<file path="src/rtl/fifo_sync_rv.sv">
// Synchronous valid/ready FIFO with wrap-at-DEPTH pointers, exact occupancy count,
// synchronous flush and an optional registered head-of-queue output stage.

module fifo_sync_rv_chk #(
    parameter int unsigned DATA_WIDTH    = 8,
    parameter int unsigned CW            = 5,
    parameter int unsigned CAP           = 16,
    parameter string       INSTANCE_NAME = "DEADF1F0"
) (
    input  logic                  clk,
    input  logic                  rst_n,
    input  logic                  wr_valid,
    input  logic                  wr_ready,
    input  logic [DATA_WIDTH-1:0] wr_data,
    input  logic [CW-1:0]         count
);

    logic                  stall_r;
    logic [DATA_WIDTH-1:0] held_data_r;

    // Remember whether the producer was stalled last cycle and what it offered
    always_ff @(posedge clk or negedge rst_n) begin
        if (!rst_n) begin
            stall_r     <= 1'b0;
            held_data_r <= {DATA_WIDTH{1'b0}};
        end else begin
            stall_r     <= wr_valid & ~wr_ready;
            held_data_r <= wr_data;
        end
    end

    a_count_bound: assert property (@(posedge clk) disable iff (!rst_n) count <= CW'(CAP))
        else $error("%s: occupancy %0d exceeds capacity %0d", INSTANCE_NAME, count, CAP);

    a_wr_data_stable: assert property (@(posedge clk) disable iff (!rst_n)
        (stall_r & wr_valid) |-> (wr_data == held_data_r))
        else $warning("%s: write data changed while stalled", INSTANCE_NAME);

endmodule

module fifo_sync_rv #(
    parameter int unsigned DATA_WIDTH       = 8,
    parameter int unsigned DEPTH            = 16,
    parameter int unsigned ALMOST_WR_MARGIN = 1,
    parameter int unsigned ALMOST_RD_MARGIN = 1,
    parameter int unsigned REGISTERED       = 0,
    parameter string       INSTANCE_NAME    = "DEADF1F0"
) (
    input  logic                          i_clk,
    input  logic                          i_rst_n,
    input  logic                          i_flush,
    input  logic                          i_wr_valid,
    output logic                          o_wr_ready,
    input  logic [DATA_WIDTH-1:0]         i_wr_data,
    output logic                          o_rd_valid,
    input  logic                          i_rd_ready,
    output logic [DATA_WIDTH-1:0]         o_rd_data,
    output logic [$clog2(DEPTH+2)-1:0]    o_count,
    output logic                          o_almost_full,
    output logic                          o_almost_empty
);

    localparam int unsigned CW       = $clog2(DEPTH + 2);
    localparam int unsigned PW       = $clog2(DEPTH);
    localparam int unsigned CAP      = DEPTH + REGISTERED;
    localparam logic [CW-1:0] CAP_C  = CW'(CAP);
    localparam logic AF_RESET        = (CAP <= ALMOST_WR_MARGIN) ? 1'b1 : 1'b0;

    logic [DATA_WIDTH-1:0] mem_r [DEPTH];
    logic [PW-1:0]         wr_ptr_r;
    logic [PW-1:0]         rd_ptr_r;
    logic [CW-1:0]         count_r;
    logic [CW-1:0]         count_next_s;
    logic [31:0]           free_next_s;
    logic                  rd_valid_r;
    logic                  almost_full_r;
    logic                  almost_empty_r;
    logic                  wr_ready_s;
    logic                  wr_fire_s;
    logic                  rd_fire_s;
    logic                  mem_wr_s;
    logic                  mem_rd_s;

    function automatic logic [PW-1:0] ptr_inc(input logic [PW-1:0] ptr);
        if (ptr == PW'(DEPTH - 1)) begin
            return {PW{1'b0}};
        end else begin
            return ptr + PW'(1);
        end
    endfunction

    // No pass-through at full: a read in the same cycle does not open the write side
    assign wr_ready_s = (count_r != CAP_C) & ~i_flush;
    assign wr_fire_s  = i_wr_valid & wr_ready_s;
    assign rd_fire_s  = rd_valid_r & i_rd_ready;

    // Next occupancy and the free space it leaves
    always_comb begin
        count_next_s = count_r;
        if (i_flush) begin
            count_next_s = {CW{1'b0}};
        end else if (wr_fire_s & ~rd_fire_s) begin
            count_next_s = count_r + CW'(1);
        end else if (~wr_fire_s & rd_fire_s) begin
            count_next_s = count_r - CW'(1);
        end else begin
            count_next_s = count_r;
        end
        free_next_s = 32'(CAP) - 32'(count_next_s);
    end

    // Occupancy and status flags, all registered from the next count
    always_ff @(posedge i_clk or negedge i_rst_n) begin
        if (!i_rst_n) begin
            count_r        <= {CW{1'b0}};
            rd_valid_r     <= 1'b0;
            almost_full_r  <= AF_RESET;
            almost_empty_r <= 1'b0;
        end else begin
            count_r        <= count_next_s;
            rd_valid_r     <= (count_next_s != {CW{1'b0}});
            almost_full_r  <= (free_next_s <= ALMOST_WR_MARGIN);
            almost_empty_r <= (count_next_s != {CW{1'b0}}) &&
                              (32'(count_next_s) <= ALMOST_RD_MARGIN);
        end
    end

    // Memory pointers
    always_ff @(posedge i_clk or negedge i_rst_n) begin
        if (!i_rst_n) begin
            wr_ptr_r <= {PW{1'b0}};
            rd_ptr_r <= {PW{1'b0}};
        end else if (i_flush) begin
            wr_ptr_r <= {PW{1'b0}};
            rd_ptr_r <= {PW{1'b0}};
        end else begin
            if (mem_wr_s) begin
                wr_ptr_r <= ptr_inc(wr_ptr_r);
            end
            if (mem_rd_s) begin
                rd_ptr_r <= ptr_inc(rd_ptr_r);
            end
        end
    end

    // Storage array, intentionally not reset
    always_ff @(posedge i_clk) begin
        if (mem_wr_s) begin
            mem_r[wr_ptr_r] <= i_wr_data;
        end
    end

    generate
        if (REGISTERED == 0) begin : g_comb_out
            assign mem_wr_s  = wr_fire_s;
            assign mem_rd_s  = rd_fire_s;
            assign o_rd_data = mem_r[rd_ptr_r];
        end else begin : g_reg_out
            logic                  out_valid_r;
            logic [DATA_WIDTH-1:0] out_data_r;
            logic [CW-1:0]         mem_cnt_s;
            logic                  mem_empty_s;
            logic                  out_load_s;
            logic                  bypass_s;

            // The output flop holds the head; memory holds everything behind it
            assign mem_cnt_s   = count_r - CW'(out_valid_r);
            assign mem_empty_s = (mem_cnt_s == {CW{1'b0}});
            assign out_load_s  = ~out_valid_r | rd_fire_s;
            assign mem_rd_s    = out_load_s & ~mem_empty_s;
            assign bypass_s    = out_load_s & mem_empty_s & wr_fire_s;
            assign mem_wr_s    = wr_fire_s & ~bypass_s;
            assign o_rd_data   = out_data_r;

            // Head-of-queue output stage with write bypass when memory is empty
            always_ff @(posedge i_clk or negedge i_rst_n) begin
                if (!i_rst_n) begin
                    out_valid_r <= 1'b0;
                    out_data_r  <= {DATA_WIDTH{1'b0}};
                end else if (i_flush) begin
                    out_valid_r <= 1'b0;
                end else if (mem_rd_s) begin
                    out_valid_r <= 1'b1;
                    out_data_r  <= mem_r[rd_ptr_r];
                end else if (bypass_s) begin
                    out_valid_r <= 1'b1;
                    out_data_r  <= i_wr_data;
                end else if (out_load_s) begin
                    out_valid_r <= 1'b0;
                end
            end
        end
    endgenerate

    assign o_wr_ready     = wr_ready_s;
    assign o_rd_valid     = rd_valid_r;
    assign o_count        = count_r;
    assign o_almost_full  = almost_full_r;
    assign o_almost_empty = almost_empty_r;

    fifo_sync_rv_chk #(
        .DATA_WIDTH    (DATA_WIDTH),
        .CW            (CW),
        .CAP           (CAP),
        .INSTANCE_NAME (INSTANCE_NAME)
    ) u_chk (
        .clk      (i_clk),
        .rst_n    (i_rst_n),
        .wr_valid (i_wr_valid),
        .wr_ready (wr_ready_s),
        .wr_data  (i_wr_data),
        .count    (count_r)
    );

endmodule

</file>
<file path="config.mk">
export PLATFORM = sky130hd
export DESIGN_NAME = fifo_sync_rv
export DESIGN_NICKNAME = d
export VERILOG_FILES = /design/src/rtl/fifo_sync_rv.sv
export SDC_FILE = /design/constraint.sdc
export NUM_CORES = 1
export LEC_CHECK = 0
export CAP_MARGIN = 10
export CORE_ASPECT_RATIO = 1.75
export CORE_MARGIN = 2
export CORE_UTILIZATION = 38
export CTS_BUF_LIST = sky130_fd_sc_hd__clkbuf_2
export CTS_CLUSTER_SIZE = 25
export DETAILED_ROUTE_END_ITERATION = 8
export MAX_ROUTING_LAYER = met4
export SYNTH_ARGS = -nofsm -noshare
export SYNTH_HDL_FRONTEND = slang
export SYNTH_SLANG_ARGS = --single-unit
</file>
<file path="constraint.sdc">
create_clock -name i_clk -period 3.31 [get_ports i_clk]
set_clock_uncertainty 0.05 [all_clocks]
set_input_delay 0.8275 -clock i_clk [delete_from_list [all_inputs] [get_ports i_clk]]
set_output_delay 0.8275 -clock i_clk [all_outputs]
set_load 0.02 [all_outputs]
</file>
==> impl_metrics.env <==
export IMPL_die_area_sq_mm=0.0168
export IMPL_ios=30
export IMPL_crit_fanout=6
export IMPL_ant_nets=0
export IMPL_drc=0
export IMPL_fin_ws_ns=-0.00871
export IMPL_setup_viol=1
export IMPL_synth_top_area_cell="edfxtp_1"
export IMPL_status="complete, but fails checks"
export IMPL_fp_dieH_um=170
export IMPL_pre_cts_ws_ns=0.171
export IMPL_ys_seq_area_share_pct=71.1
export IMPL_cap_violations=0
export IMPL_holdWs_ns=0.552
export IMPL_area_delta_synth_final_pct=18.7
export IMPL_grt_overflow=0
export IMPL_first_global_vias=3367
export IMPL_crit_arrival_ns=2.44
export IMPL_synthArstFlopShare_pct=11.1
export IMPL_cts_max_level=4
export IMPL_synth_ff_type="edfxtp_1"
export IMPL_synth_top_area_share_pct=64.4
export IMPL_hp_class="in2async"
export IMPL_grtUsageTotal_pct=15.4
export IMPL_critPathRequiredTime_ns=2.43
export IMPL_drtPass1Iterations=4
export IMPL_drt_iter0_markers=139
export IMPL_fp_row_count=60
export IMPL_clkLatencyLatePin_ns=0.65
export IMPL_grt_max_degree=33
export IMPL_routedWlPerCell_um=20.0
export IMPL_syn_num_nets=354
export IMPL_hold_viol=0
export IMPL_clockBufferDepth=2
export IMPL_start_kind="flip-flop"
export IMPL_final_common_cell="edfxtp_1"
export IMPL_clock_fmax_mhz=301
export IMPL_synthTopCellsByArea="edfxtp_1 64%, mux4_2 12%, dfrtp_1 6.7%"
export IMPL_finalInstanceArea_sq_mm=0.00709
export IMPL_synth_cell_types=44
export IMPL_antenna_found_initial=1
export IMPL_powerDensity_mw_per_mm2=562
export IMPL_cts_root_buf="clkbuf_2"
export IMPL_drv_slew=0
export IMPL_routed_wirelength_mm=12.0
export IMPL_clk_pin_slew_ns=0.22
export IMPL_synth_cells=333
export IMPL_syn_avg_cell_area_sq_um=17.9
export IMPL_cts_sinks=144
export IMPL_leakagePower_nw=2.37
export IMPL_worst_slew_pin_slew_ns=1.02
export IMPL_routed_via_density=5.29
export IMPL_violations="negative setup slack"
export IMPL_core_area_sq_mm=0.0154
export IMPL_numPortBuffers=29
export IMPL_cts_buffers=17
export IMPL_irDropWorstVdd_mv=0.290
export IMPL_ys_seq_elements=144
export IMPL_initial_utilization_pct=38.8
export IMPL_ys_warn_count=0
export IMPL_syn_area_sq_mm=0.00597
export IMPL_timing_final_crit_share_pct=100
export IMPL_r2r_start="o_count[0]$_DFF_PN0_"
export IMPL_fill_cells=1314
export IMPL_layout_drive_gt1_share_pct=33.2
export IMPL_synth_edff_count=128
export IMPL_rsz0062_at_grt="true"
export IMPL_vias=3191
export IMPL_die_width_um=98.7
export IMPL_fin_nets=424
export IMPL_place_gp_congestion=0.804
export IMPL_finalCriticalPeriod_ns=3.32
export IMPL_grt_pass1_wl_mm=18.6
export IMPL_cts_tree="built"
export IMPL_mostFrequentLayoutCells="128 x edfxtp_1, 38 x buf_4, 32 x mux4_2"
export IMPL_worstSetupEndpointType="primary output"
export IMPL_critPathLaunch="rd_ptr_r[0]$_DFFE_PN0P_"
export IMPL_place_area_sq_mm=0.00669
export IMPL_relSlewSlack_pct=32.1
export IMPL_post_dp_hpwl_mm=8.33
export IMPL_crit_type="reg2out"
[layout make-up]
cell class / instances / area (sq um) / share of cell area (%)
diodes: 1 / 2.50 / 0.0353
clock buffers: 18 / 90.1 / 1.27
clock inverters: 14 / 145 / 2.05
inverters: 7 / 26.3 / 0.371
multi-input cells: 162 / 1690 / 23.8
flip-flops and latches: 144 / 4250 / 59.9
well taps: 186 / 233 / 3.28
repair buffers: 71 / 657 / 9.27
[cells in the mapped netlist (5+ instances only)]
cell type and number:
nand3_1 7, ha_1 8, a21oi_1 13, mux4_2 32
clkbuf_1 10, nor3_1 6, nor2b_1 9, dfrtp_1 16
inv_1 7, buf_2 5, nand2_1 12, edfxtp_1 128
mux2i_1 9, a211oi_1 9, nor2_1 20
[metrics by stage]
| step | cells | util [%] | power [W] | TNS, ns |
|---|---|---|---|---|
| 2_1_floorplan | 333 | - | 0.00266 | 0 |
| 3_3_place_gp | 562 | 43.5 | 0.00297 | 0 |
| 3_5_place_dp | 562 | 43.5 | 0.00298 | 0 |
| 4_1_cts | 601 | 45.5 | 0.00399 | -0.913 |
| 5_1_grt | 603 | 46.1 | 0.00417 | -1.26 |
| 6_report | 603 | 46.1 | 0.00398 | -0.00871 |
[sequential cells by signal, summed over array words and instances, names as in the netlist]
| name | cells |
|---|---|
| mem_r | 128 |
| o_count | 5 |
| rd_ptr_r | 4 |
| wr_ptr_r | 4 |
| o_almost_empty | 1 |
| o_almost_full | 1 |
| o_rd_valid | 1 |
[critical path, cell delays in order, from the launching register on]
cell and delay (ns):
dfrtp_2 0.45, buf_6 0.15, mux4_2 0.51, nor2b_4 0.16, a211oi_4 0.26, a21oi_2 0.08, buf_6 0.19
[kinds of logic after synthesis]
| kind of cell | count (synthesis) | synth area share [%] |
|---|---|---|
| and+or+nand+nor | 73 | 7.00 |
| buffers and inverters | 27 | 1.99 |
| DFF | 144 | 71.1 |
| AOI/OAI and AO/OA | 36 | 3.96 |
| xor gates and xnor gates | 3 | 0.440 |
| muxes | 42 | 13.8 |
| adders and majority gates | 8 | 1.68 |
[worst paths after layout]
path,to,slack (ns),depth (start not counted)
worst max-delay path,o_rd_data[3],-0.009,6
worst min-delay path,rd_ptr_r[1]$_DFFE_PN0P_,0.55,1
worst max register to register,o_almost_full$_DFF_PN0_,0.67,10
worst min register to register,rd_ptr_r[1]$_DFFE_PN0P_,0.61,2
max in group asynchronous,o_count[1]$_DFF_PN0_,2.12,1
min in group i_clk,rd_ptr_r[1]$_DFFE_PN0P_,0.61,2
[power breakdown]
group | switching [W] | leakage, nW | internal (W)
Sequential | 0.0000570 | 1.36 | 0.00204
Combinational | 0.000445 | 0.869 | 0.000463
Clock | 0.000673 | 0.137 | 0.000302
[what timing repair did]
item                       4_1_cts  5_1_grt
hold endpoints to repair         0        0
hold buffers                     0        0
resized for setup               50       20
setup buffers                    7        1
pin swaps                        3        4
setup endpoints to repair        9        9
[routing by layer]
layer  GRT usage [%]  up-vias  wire length [um]
met4            5.78        0               235
met1            16.6     1629              4530
li1                -     1468                 -
met3            3.13       11               363
met2            27.5       83              6910
met5               -        -                 0
Note: power is estimated with default switching activity, not from simulation.
